<file path="src/rtl/ad1xx_loader.sv">
// Framed byte-stream program loader: parses addr/len header, writes payload to RAM,
// validates an XOR checksum and releases the CPU reset only on a good frame.
module ad1xx_loader #(
  parameter int MEM_BYTES = 4096,
  parameter int ADDR_W    = 12
) (
  input  logic              clk,
  input  logic              rst_n,
  input  logic [7:0]        in_data,
  input  logic              in_valid,
  output logic              in_ready,
  input  logic              restart,
  output logic              mem_we,
  output logic [ADDR_W-1:0] mem_addr,
  output logic [7:0]        mem_wdata,
  output logic              cpu_rst_n,
  output logic              done,
  output logic              error
);

  typedef enum logic [2:0] {S_ADDR, S_LEN, S_DATA, S_CSUM, S_DONE, S_ERR} state_e;

  state_e state_q, state_d;
  logic [31:0] addr_q, addr_d, len_q, len_d, cnt_q, cnt_d;
  logic [7:0]  xor_q, xor_d;
  logic              in_ready_q, in_ready_d, mem_we_q, mem_we_d;
  logic [ADDR_W-1:0] mem_addr_q, mem_addr_d;
  logic [7:0]        mem_wdata_q, mem_wdata_d;
  logic              cpu_rst_n_q, cpu_rst_n_d, done_q, done_d, error_q, error_d;

  logic        acc;
  logic        hdr_last;
  logic [31:0] len_full;
  logic [32:0] end_addr;
  logic        range_bad;

  assign acc      = in_valid && in_ready_q;
  assign hdr_last = (cnt_q[1:0] == 2'd3);
  // Length as it will look once the 4th header byte lands; used for the same-cycle range check.
  assign len_full  = {in_data, len_q[23:0]};
  assign end_addr  = {1'b0, addr_q} + {1'b0, len_full};
  assign range_bad = end_addr > 33'(MEM_BYTES);

  always_ff @(posedge clk or negedge rst_n) begin
    if (!rst_n) state_q <= S_ADDR;
    else        state_q <= state_d;
  end

  always_comb begin
    state_d = state_q;
    case (state_q)
      S_ADDR: if (acc && hdr_last) state_d = S_LEN;
      S_LEN:  if (acc && hdr_last)
                state_d = range_bad ? S_ERR : ((len_full == 32'd0) ? S_CSUM : S_DATA);
      S_DATA: if (acc && (cnt_q == len_q - 32'd1)) state_d = S_CSUM;
      S_CSUM: if (acc) state_d = (in_data == xor_q) ? S_DONE : S_ERR;
      S_DONE, S_ERR: if (restart) state_d = S_ADDR;
      default: state_d = S_ADDR;
    endcase
  end

  always_comb begin
    addr_d      = addr_q;
    len_d       = len_q;
    cnt_d       = cnt_q;
    xor_d       = acc ? (xor_q ^ in_data) : xor_q;
    mem_we_d    = 1'b0;
    mem_addr_d  = mem_addr_q;
    mem_wdata_d = mem_wdata_q;
    case (state_q)
      S_ADDR: if (acc) begin
        addr_d[{cnt_q[1:0], 3'b000} +: 8] = in_data;
        cnt_d = hdr_last ? 32'd0 : cnt_q + 32'd1;
      end
      S_LEN: if (acc) begin
        len_d[{cnt_q[1:0], 3'b000} +: 8] = in_data;
        cnt_d = hdr_last ? 32'd0 : cnt_q + 32'd1;
      end
      S_DATA: if (acc) begin
        mem_we_d    = 1'b1;
        mem_addr_d  = ADDR_W'(addr_q + cnt_q);
        mem_wdata_d = in_data;
        cnt_d       = cnt_q + 32'd1;
      end
      S_DONE, S_ERR: if (restart) begin
        addr_d = '0;
        len_d  = '0;
        cnt_d  = '0;
        xor_d  = '0;
      end
      default: ;
    endcase
    in_ready_d  = state_d inside {S_ADDR, S_LEN, S_DATA, S_CSUM};
    done_d      = (state_d == S_DONE);
    cpu_rst_n_d = (state_d == S_DONE);
    error_d     = (state_d == S_ERR);
  end

  always_ff @(posedge clk or negedge rst_n) begin
    if (!rst_n) begin
      addr_q      <= '0;
      len_q       <= '0;
      cnt_q       <= '0;
      xor_q       <= '0;
      in_ready_q  <= 1'b0;
      mem_we_q    <= 1'b0;
      mem_addr_q  <= '0;
      mem_wdata_q <= '0;
      cpu_rst_n_q <= 1'b0;
      done_q      <= 1'b0;
      error_q     <= 1'b0;
    end else begin
      addr_q      <= addr_d;
      len_q       <= len_d;
      cnt_q       <= cnt_d;
      xor_q       <= xor_d;
      in_ready_q  <= in_ready_d;
      mem_we_q    <= mem_we_d;
      mem_addr_q  <= mem_addr_d;
      mem_wdata_q <= mem_wdata_d;
      cpu_rst_n_q <= cpu_rst_n_d;
      done_q      <= done_d;
      error_q     <= error_d;
    end
  end

  assign in_ready  = in_ready_q;
  assign mem_we    = mem_we_q;
  assign mem_addr  = mem_addr_q;
  assign mem_wdata = mem_wdata_q;
  assign cpu_rst_n = cpu_rst_n_q;
  assign done      = done_q;
  assign error     = error_q;

endmodule
</file>
<file path="config.mk">
export PLATFORM = sky130hd
export DESIGN_NAME = ad1xx_loader
export DESIGN_NICKNAME = d
export VERILOG_FILES = /design/src/rtl/ad1xx_loader.sv
export SDC_FILE = /design/constraint.sdc
export NUM_CORES = 1
export LEC_CHECK = 0
export ABC_AREA = 1
export BUFFER_PORTS_ARGS = -buffer_cell sky130_fd_sc_hd__clkbuf_2
export CAP_MARGIN = 20
export CORE_MARGIN = 3
export CORE_UTILIZATION = 60
export DETAILED_ROUTE_END_ITERATION = 10
export GPL_ROUTABILITY_DRIVEN = 1
export PLACE_DENSITY = 0.78
export SETUP_SLACK_MARGIN = 0.2
export SYNTH_ARGS = -nofsm -noshare
export SYNTH_HDL_FRONTEND = slang
export SYNTH_SLANG_ARGS = --single-unit
</file>
<file path="constraint.sdc">
create_clock -name clk -period 2.79 [get_ports clk]
set_input_delay 0.4185 -clock clk [delete_from_list [all_inputs] [get_ports clk]]
set_output_delay 0.4185 -clock clk [all_outputs]
set_load 0.1 [all_outputs]
</file>
==> results_dict.tcl, run 1 <==
set metrics [dict create \
    cp_cell_sequence "ha_4, nand2_1, inv_1, a21oi_1, nand2_2, nand2_1, nand2_1, nand4_1, nand2_1, nand2_1, nand4_1, nor2_4, nand2_2, nand2_2, nand2_2, nand2_1, inv_1" \
    setup_viol 0 \
    dp_cells 1677 \
    synth.top_cell.area_share 0.325 \
    diodes 0 \
    worst_pin_slew_ns 0.893 \
    peakVddDrop_v 0.000570 \
    ys_types 52 \
    fillCellCount 1285 \
    crit_type "flop to flop" \
    final_cells 1713 \
    finalHoldViolCount 19 \
    nets 1550 \
    startpoint_type "flop" \
    dp_hpwl_mm 21.7 \
    synth-seq-cells 131 \
    vias 9878 \
    max_stage_delay_ns 0.47 \
    final-max-slew-violation-count 0 \
    io_buffers 36 \
    fmax_mhz 374 \
    max-cap-violations 0 \
    drc 0 \
    first_pass_iters 6 \
    cts_buffers 17 \
    postCtsHoldBufs 0 \
    drt_iter0_markers 796 \
    die_area_sq_um 18400 \
    initial_core_util 0.623 \
    track_usage 0.319 \
    antenna_found_initial 0 \
    avgViaCountPerCell 5.77 \
    syn_inst 1398 \
    period_share 0.958 \
    syn_nets 1464 \
    p_per_area_nw_per_um2 1050 \
    clock_latency_ns 0.44 \
    syn_avg_cell_area_sq_um 7.21 \
    rsz0062_at_grt "true" \
    whs_ns -0.0125 \
    slew_headroom 0.404 \
    status "finished, violations left" \
    gr-total-overflow 0 \
    worstPathMaxFanout 5 \
    synthesis.area_sq_um 10100 \
    crit_required_ns 3.12 \
    syn2layout_area_growth_pct 16.5 \
    clock_skew_ns 0.00946 \
    gp_congestion 0.939 \
    routedWlPerCell_um 17.1 \
    critPathCaptureType "flop" \
    root_buffer "clkbuf_16" \
    cts_tree "built" \
    layout-drive-gt1-share 0.199 \
    clk_pin_slew_worst_paths_ns 0.06 \
    synth_area_leaders "dfrtp_1, nand2_1, inv_1" \
    clock_sinks 131 \
    period_minus_slack_ns 2.67 \
    yosysTopAreaCell "dfrtp_1" \
    worstPathArrival_ns 3.00 \
    violations "hold timing" \
    yosysWarnings 0 \
    slowest_stage "dfrtp_1" \
    postRouteAntennaNets 0 \
    fin_util 0.726 \
    ioPinCount 37 \
    grt_start_max_net_pins 45 \
    coreArea_sq_um 16200 \
    synth.yosys.seq_area_share 0.325 \
    num_rows 46 \
    die_x_um 136 \
    htreeDepth 4 \
    hp-class "input pin to asynchronous set/reset pin" \
    clk_path_buf_depth 2 \
    critPathMostFrequentCell "nand2_1" \
    grt_pass1_vias 9391 \
    grt_pass1_wl_mm 46.2 \
    wl_mm 29.3 \
    leakage_nw 5.92 \
    die_h_um 136 \
]
## area by class of cell
type | count | area, sq um | share of cell area
inverter | 196 | 737 | 0.0627
sequential | 131 | 3290 | 0.280
clock inverter | 14 | 128 | 0.0109
clock buffer | 18 | 439 | 0.0374
multi-input combinational | 1056 | 6340 | 0.540
timing repair buffer | 82 | 544 | 0.0463
tap | 216 | 270 | 0.0230
## Yosys cell counts, drive strengths merged
library cell / instances
dfrtp: 131
or2: 5
ha: 52
o21ba: 1
a21o: 2
o31ai: 1
a21oi: 74
buf: 9
a21boi: 2
nor4: 7
a221o: 1
inv: 193
a221oi: 1
o21a: 3
fa: 2
xnor2: 25
o21ai: 70
mux2: 51
o211ai: 2
nor2: 167
nor3: 50
o21bai: 4
o22ai: 8
a31oi: 2
nand3b: 14
clkinv: 3
o2111ai: 1
nand3: 81
and2: 1
o211a: 1
o221ai: 1
nand2: 372
xor2: 40
clkbuf: 6
nand4: 15
## path summary, 6_finish.rpt
| path | startpoint | slack, ns | endpoint | cells past startpoint |
|---|---|---|---|---|
| setup reg to reg | addr_q[7] | 0.12 | error | 17 |
| setup / recovery | addr_q[7] | 0.12 | error | 17 |
| hold reg to reg | mem_addr[0] | 0.48 | mem_addr[0] | 2 |
| max in group asynchronous | rst_n | 2.02 | len_q[31] | 2 |
| hold / removal | rst_n | -0.01 | mem_addr[7] | 1 |
| min in group clk | in_data[0] | 0.36 | xor_q[0] | 3 |
## placed cells by master (no fill, tap or decap), types with 6 or more instances in the layout
master and n:
nand3_1 69, nand3_2 9, nand2_2 27, dfrtp_1 123, a21oi_2 9, nor2_2 15, clkinvlp_4 7, xnor2_1 25
o21ai_0 65, inv_2 13, xor2_1 40, o22ai_1 8, buf_4 45, dfrtp_2 8, nor3_1 42, nand4_1 15
nand3b_1 14, nand2_1 342, inv_1 180, clkbuf_16 17, mux2_2 49, nor4_1 7, a21oi_1 64, ha_4 14
nor2_4 8, ha_1 34, clkbuf_2 35, nor3_2 6, nor2_1 143
## state kept, by name, indices dropped and copies added (netlist names)
register / cells
cnt_q: 32
addr_q: 32
error: 1
len_q: 32
mem_we: 1
in_ready: 1
xor_q: 8
mem_wdata: 8
done: 1
mem_addr: 12
state_q: 3
## cell families (layout without fill, tap and decap cells)
family / count (synthesis) / in the layout / share of synthesized area
simple gates: 712 / 712 / 0.315
xor+xnor: 65 / 65 / 0.0565
buf+inv: 211 / 310 / 0.0799
fa+ha+maj: 54 / 54 / 0.0685
compound gates: 174 / 174 / 0.0979
mux: 51 / 51 / 0.0570
flops: 131 / 131 / 0.325
## stage by stage
| step | power [mW] | instance area, sq um | TNS (ns) | worst slack (ns) |
|---|---|---|---|---|
| detailed placement | 9.59 | 10800 | -0.117 | -0.0588 |
| global route | 13.2 | 11700 | -0.0695 | -0.0363 |
| global placement | 9.47 | 10800 | -0.0183 | -0.0183 |
| finish | 12.3 | 11700 | 0 | 0.117 |
| floorplan | 7.89 | 10100 | 0 | 0.260 |
| CTS | 12.0 | 11500 | 0 | 0.202 |
## critical path, delay by kind of cell, from the launching register on
| kind | cells | cell delay (ns) |
|---|---|---|
| DFF | 1 | 0.47 |
| adders and majority gates | 1 | 0.30 |
| and+or+nand+nor | 13 | 1.41 |
| buffers and inverters | 2 | 0.12 |
| AOI/OAI and AO/OA | 1 | 0.26 |
## timing repair
action	4_1_cts	5_1_grt
gates resized for setup	27	53
setup buffers	1	3
endpoints found under the setup margin	6	8
hold endpoints to repair	0	0
pin swaps	12	25
## report_power, final
part           internal (mW)  switching [mW]  total (mW)
clock network           1.25           0.905        2.16
registers               2.31           0.494        2.80
logic                   2.83            4.56        7.39
total                   6.39            5.96        12.3
## per-layer routing
layer	share of wire	vias to the layer above	GRT usage
met2	0.47	417	0.519
met1	0.42	4643	0.418
met3	0.070	94	0.0513
met5	0	-	0
met4	0.043	0	0.149
li1	-	4724	-
Note: power is estimated with default switching activity, not from simulation.
==> run 2, diff against run 1 <==
==> constraint.sdc (replaced) <==
create_clock -name clk -period 3.36 [get_ports clk]
set_input_delay 0.504 -clock clk [delete_from_list [all_inputs] [get_ports clk]]
set_output_delay 0.504 -clock clk [all_outputs]
set_load 0.1 [all_outputs]
==> results_dict.tcl, run 2 (synthesis results as in run 1) <==
set metrics [dict create \
    status "completed" \
    die_area_sq_um 18400 \
    grt_start_max_net_pins 46 \
    leakage_nw 5.79 \
    die_x_um 136 \
    crit_required_ns 3.68 \
    reg_top3 "addr_q x32, cnt_q x32, len_q x32" \
    htreeDepth 4 \
    coreArea_sq_um 16200 \
    num_rows 46 \
    clk_pin_slew_worst_paths_ns 0.06 \
    wl_mm 27.5 \
    finalHoldViolCount 0 \
    nets 1512 \
    postRouteAntennaNets 0 \
    stdcell_area_sq_um 11100 \
    startpoint_type "flop" \
    routedWlPerCell_um 16.4 \
    fmax_mhz 343 \
    fillCellCount 1411 \
    rsz0062_at_grt "false" \
    gp_congestion 0.982 \
    period_share 0.868 \
    clock_sinks 131 \
    root_buffer "clkbuf_16" \
    avgViaCountPerCell 5.68 \
    grt_pass1_wl_mm 44.2 \
    hp-class "input pin to asynchronous set/reset pin" \
    worstPathArrival_ns 3.23 \
    worstPathMaxFanout 4 \
    clock_skew_ns 0.00703 \
    peakVddDrop_v 0.000472 \
    final-max-slew-violation-count 0 \
    die_h_um 136 \
    antenna_found_initial 0 \
    clk_path_buf_depth 2 \
    placed_area_sq_um 10500 \
    ioPinCount 37 \
    max-cap-violations 0 \
    critPathCaptureType "flop" \
    slew_headroom 0.497 \
    p_per_area_nw_per_um2 883 \
    diodes 0 \
    crit_type "flop to flop" \
    first_pass_iters 5 \
    drc 0 \
    gr-total-overflow 0 \
    dp_hpwl_mm 21.3 \
    cts_tree "built" \
    initial_core_util 0.623 \
    setup_viol 0 \
    cts_buffers 17 \
    period_minus_slack_ns 2.92 \
    cts_setup_buffers 0 \
    grt_pass1_vias 8849 \
    clock_latency_ns 0.43 \
    final_common_cell "nand2_1" \
    track_usage 0.306 \
    layout_common_cells "nand2_1, inv_1, nor2_1, dfrtp_1, nand3_1" \
    vias 9519 \
    syn2layout_area_growth_pct 10.6 \
    worst_pin_slew_ns 0.754 \
    layout-drive-gt1-share 0.133 \
    drt_iter0_markers 810 \
    tns_ns 0 \
    io_buffers 36 \
]
==> run 2: changes by cell type in the layout (fill, tap and decap cells not counted), sizes merged <==
cell	delta
inv	-1
clkinvlp	-3
buf	-38
clkinv	+2
bufinv	+2
==> run 2: repair_timing <==
action,4_1_cts,5_1_grt
resized for setup,0,1
endpoints found under the hold margin,0,0
hold buffers,0,0
setup endpoints to repair,0,2
==> run 2: path summary, 6_finish.rpt <==
check                              from            to  slack [ns]  cells after the start
setup / recovery              addr_q[0]         error        0.44                     20
hold / removal                    rst_n        mem_we        0.05                      1
setup reg to reg              addr_q[0]         error        0.44                     20
hold reg to reg            mem_addr[10]  mem_addr[10]        0.48                      2
max in group asynchronous         rst_n    state_q[2]        2.58                      2
min in group clk             in_data[1]      xor_q[1]        0.46                      3
==> run 2: where the power goes <==
part           internal (mW)  switching [mW]  total (mW)
Sequential              1.91           0.457        2.36
Combinational           2.04            3.52        5.56
Clock                   1.17           0.740        1.91
Total                   5.12            4.72        9.84
==> run 2: stage by stage <==
stage / cells / util / hold WS (ns) / setup WS, ns / total power, mW
6_report: 1675 / 0.689 / 0.0527 / 0.443 / 9.84
3_3_place_gp: 1643 / 0.652 / 0.463 / 0.435 / 7.67
2_1_floorplan: 1398 / - / 0.208 / 0.830 / 6.55
3_5_place_dp: 1643 / 0.652 / 0.467 / 0.455 / 7.76
5_1_grt: 1675 / 0.689 / 0.0844 / 0.218 / 10.6
4_1_cts: 1675 / 0.689 / 0.0598 / 0.462 / 9.76
==> run 2: routing by layer <==
| metal | GRT usage | part of all wire | wire [um] | vias to the layer above |
|---|---|---|---|---|
| met4 | 0.127 | 0.034 | 930 | 0 |
| met3 | 0.0475 | 0.078 | 2150 | 65 |
| met2 | 0.492 | 0.46 | 12500 | 355 |
| li1 | - | - | - | 4630 |
| met1 | 0.414 | 0.43 | 11900 | 4469 |
| met5 | 0 | 0 | 0 | - |
==> run 2: cell type report <==
cell class	instances	area, sq um	area share
clock buffer	18	429	0.0385
clock inverter	14	178	0.0159
inverter	196	737	0.0661
multi-input combinational	1056	6000	0.538
sequential	131	3280	0.294
tap	216	270	0.0242
timing repair buffer	44	255	0.0229
==> run 2: critical path, stage by stage (launching register included) <==
cell and delay [ns]:
dfrtp_1 0.41, ha_1 0.27, fa_1 0.44, nand3_1 0.13
nand2_1 0.11, nand2_1 0.11, nand2_1 0.09, nand2_1 0.12
nand2_1 0.08, nand2_1 0.06, nand2_1 0.05, nor2_1 0.09
nand2_1 0.06, nor2_1 0.15, nand2_1 0.09, nor2_2 0.18
nand2_1 0.09, nand2_1 0.08, nand2_2 0.07, nand2_1 0.08
inv_1 0.04
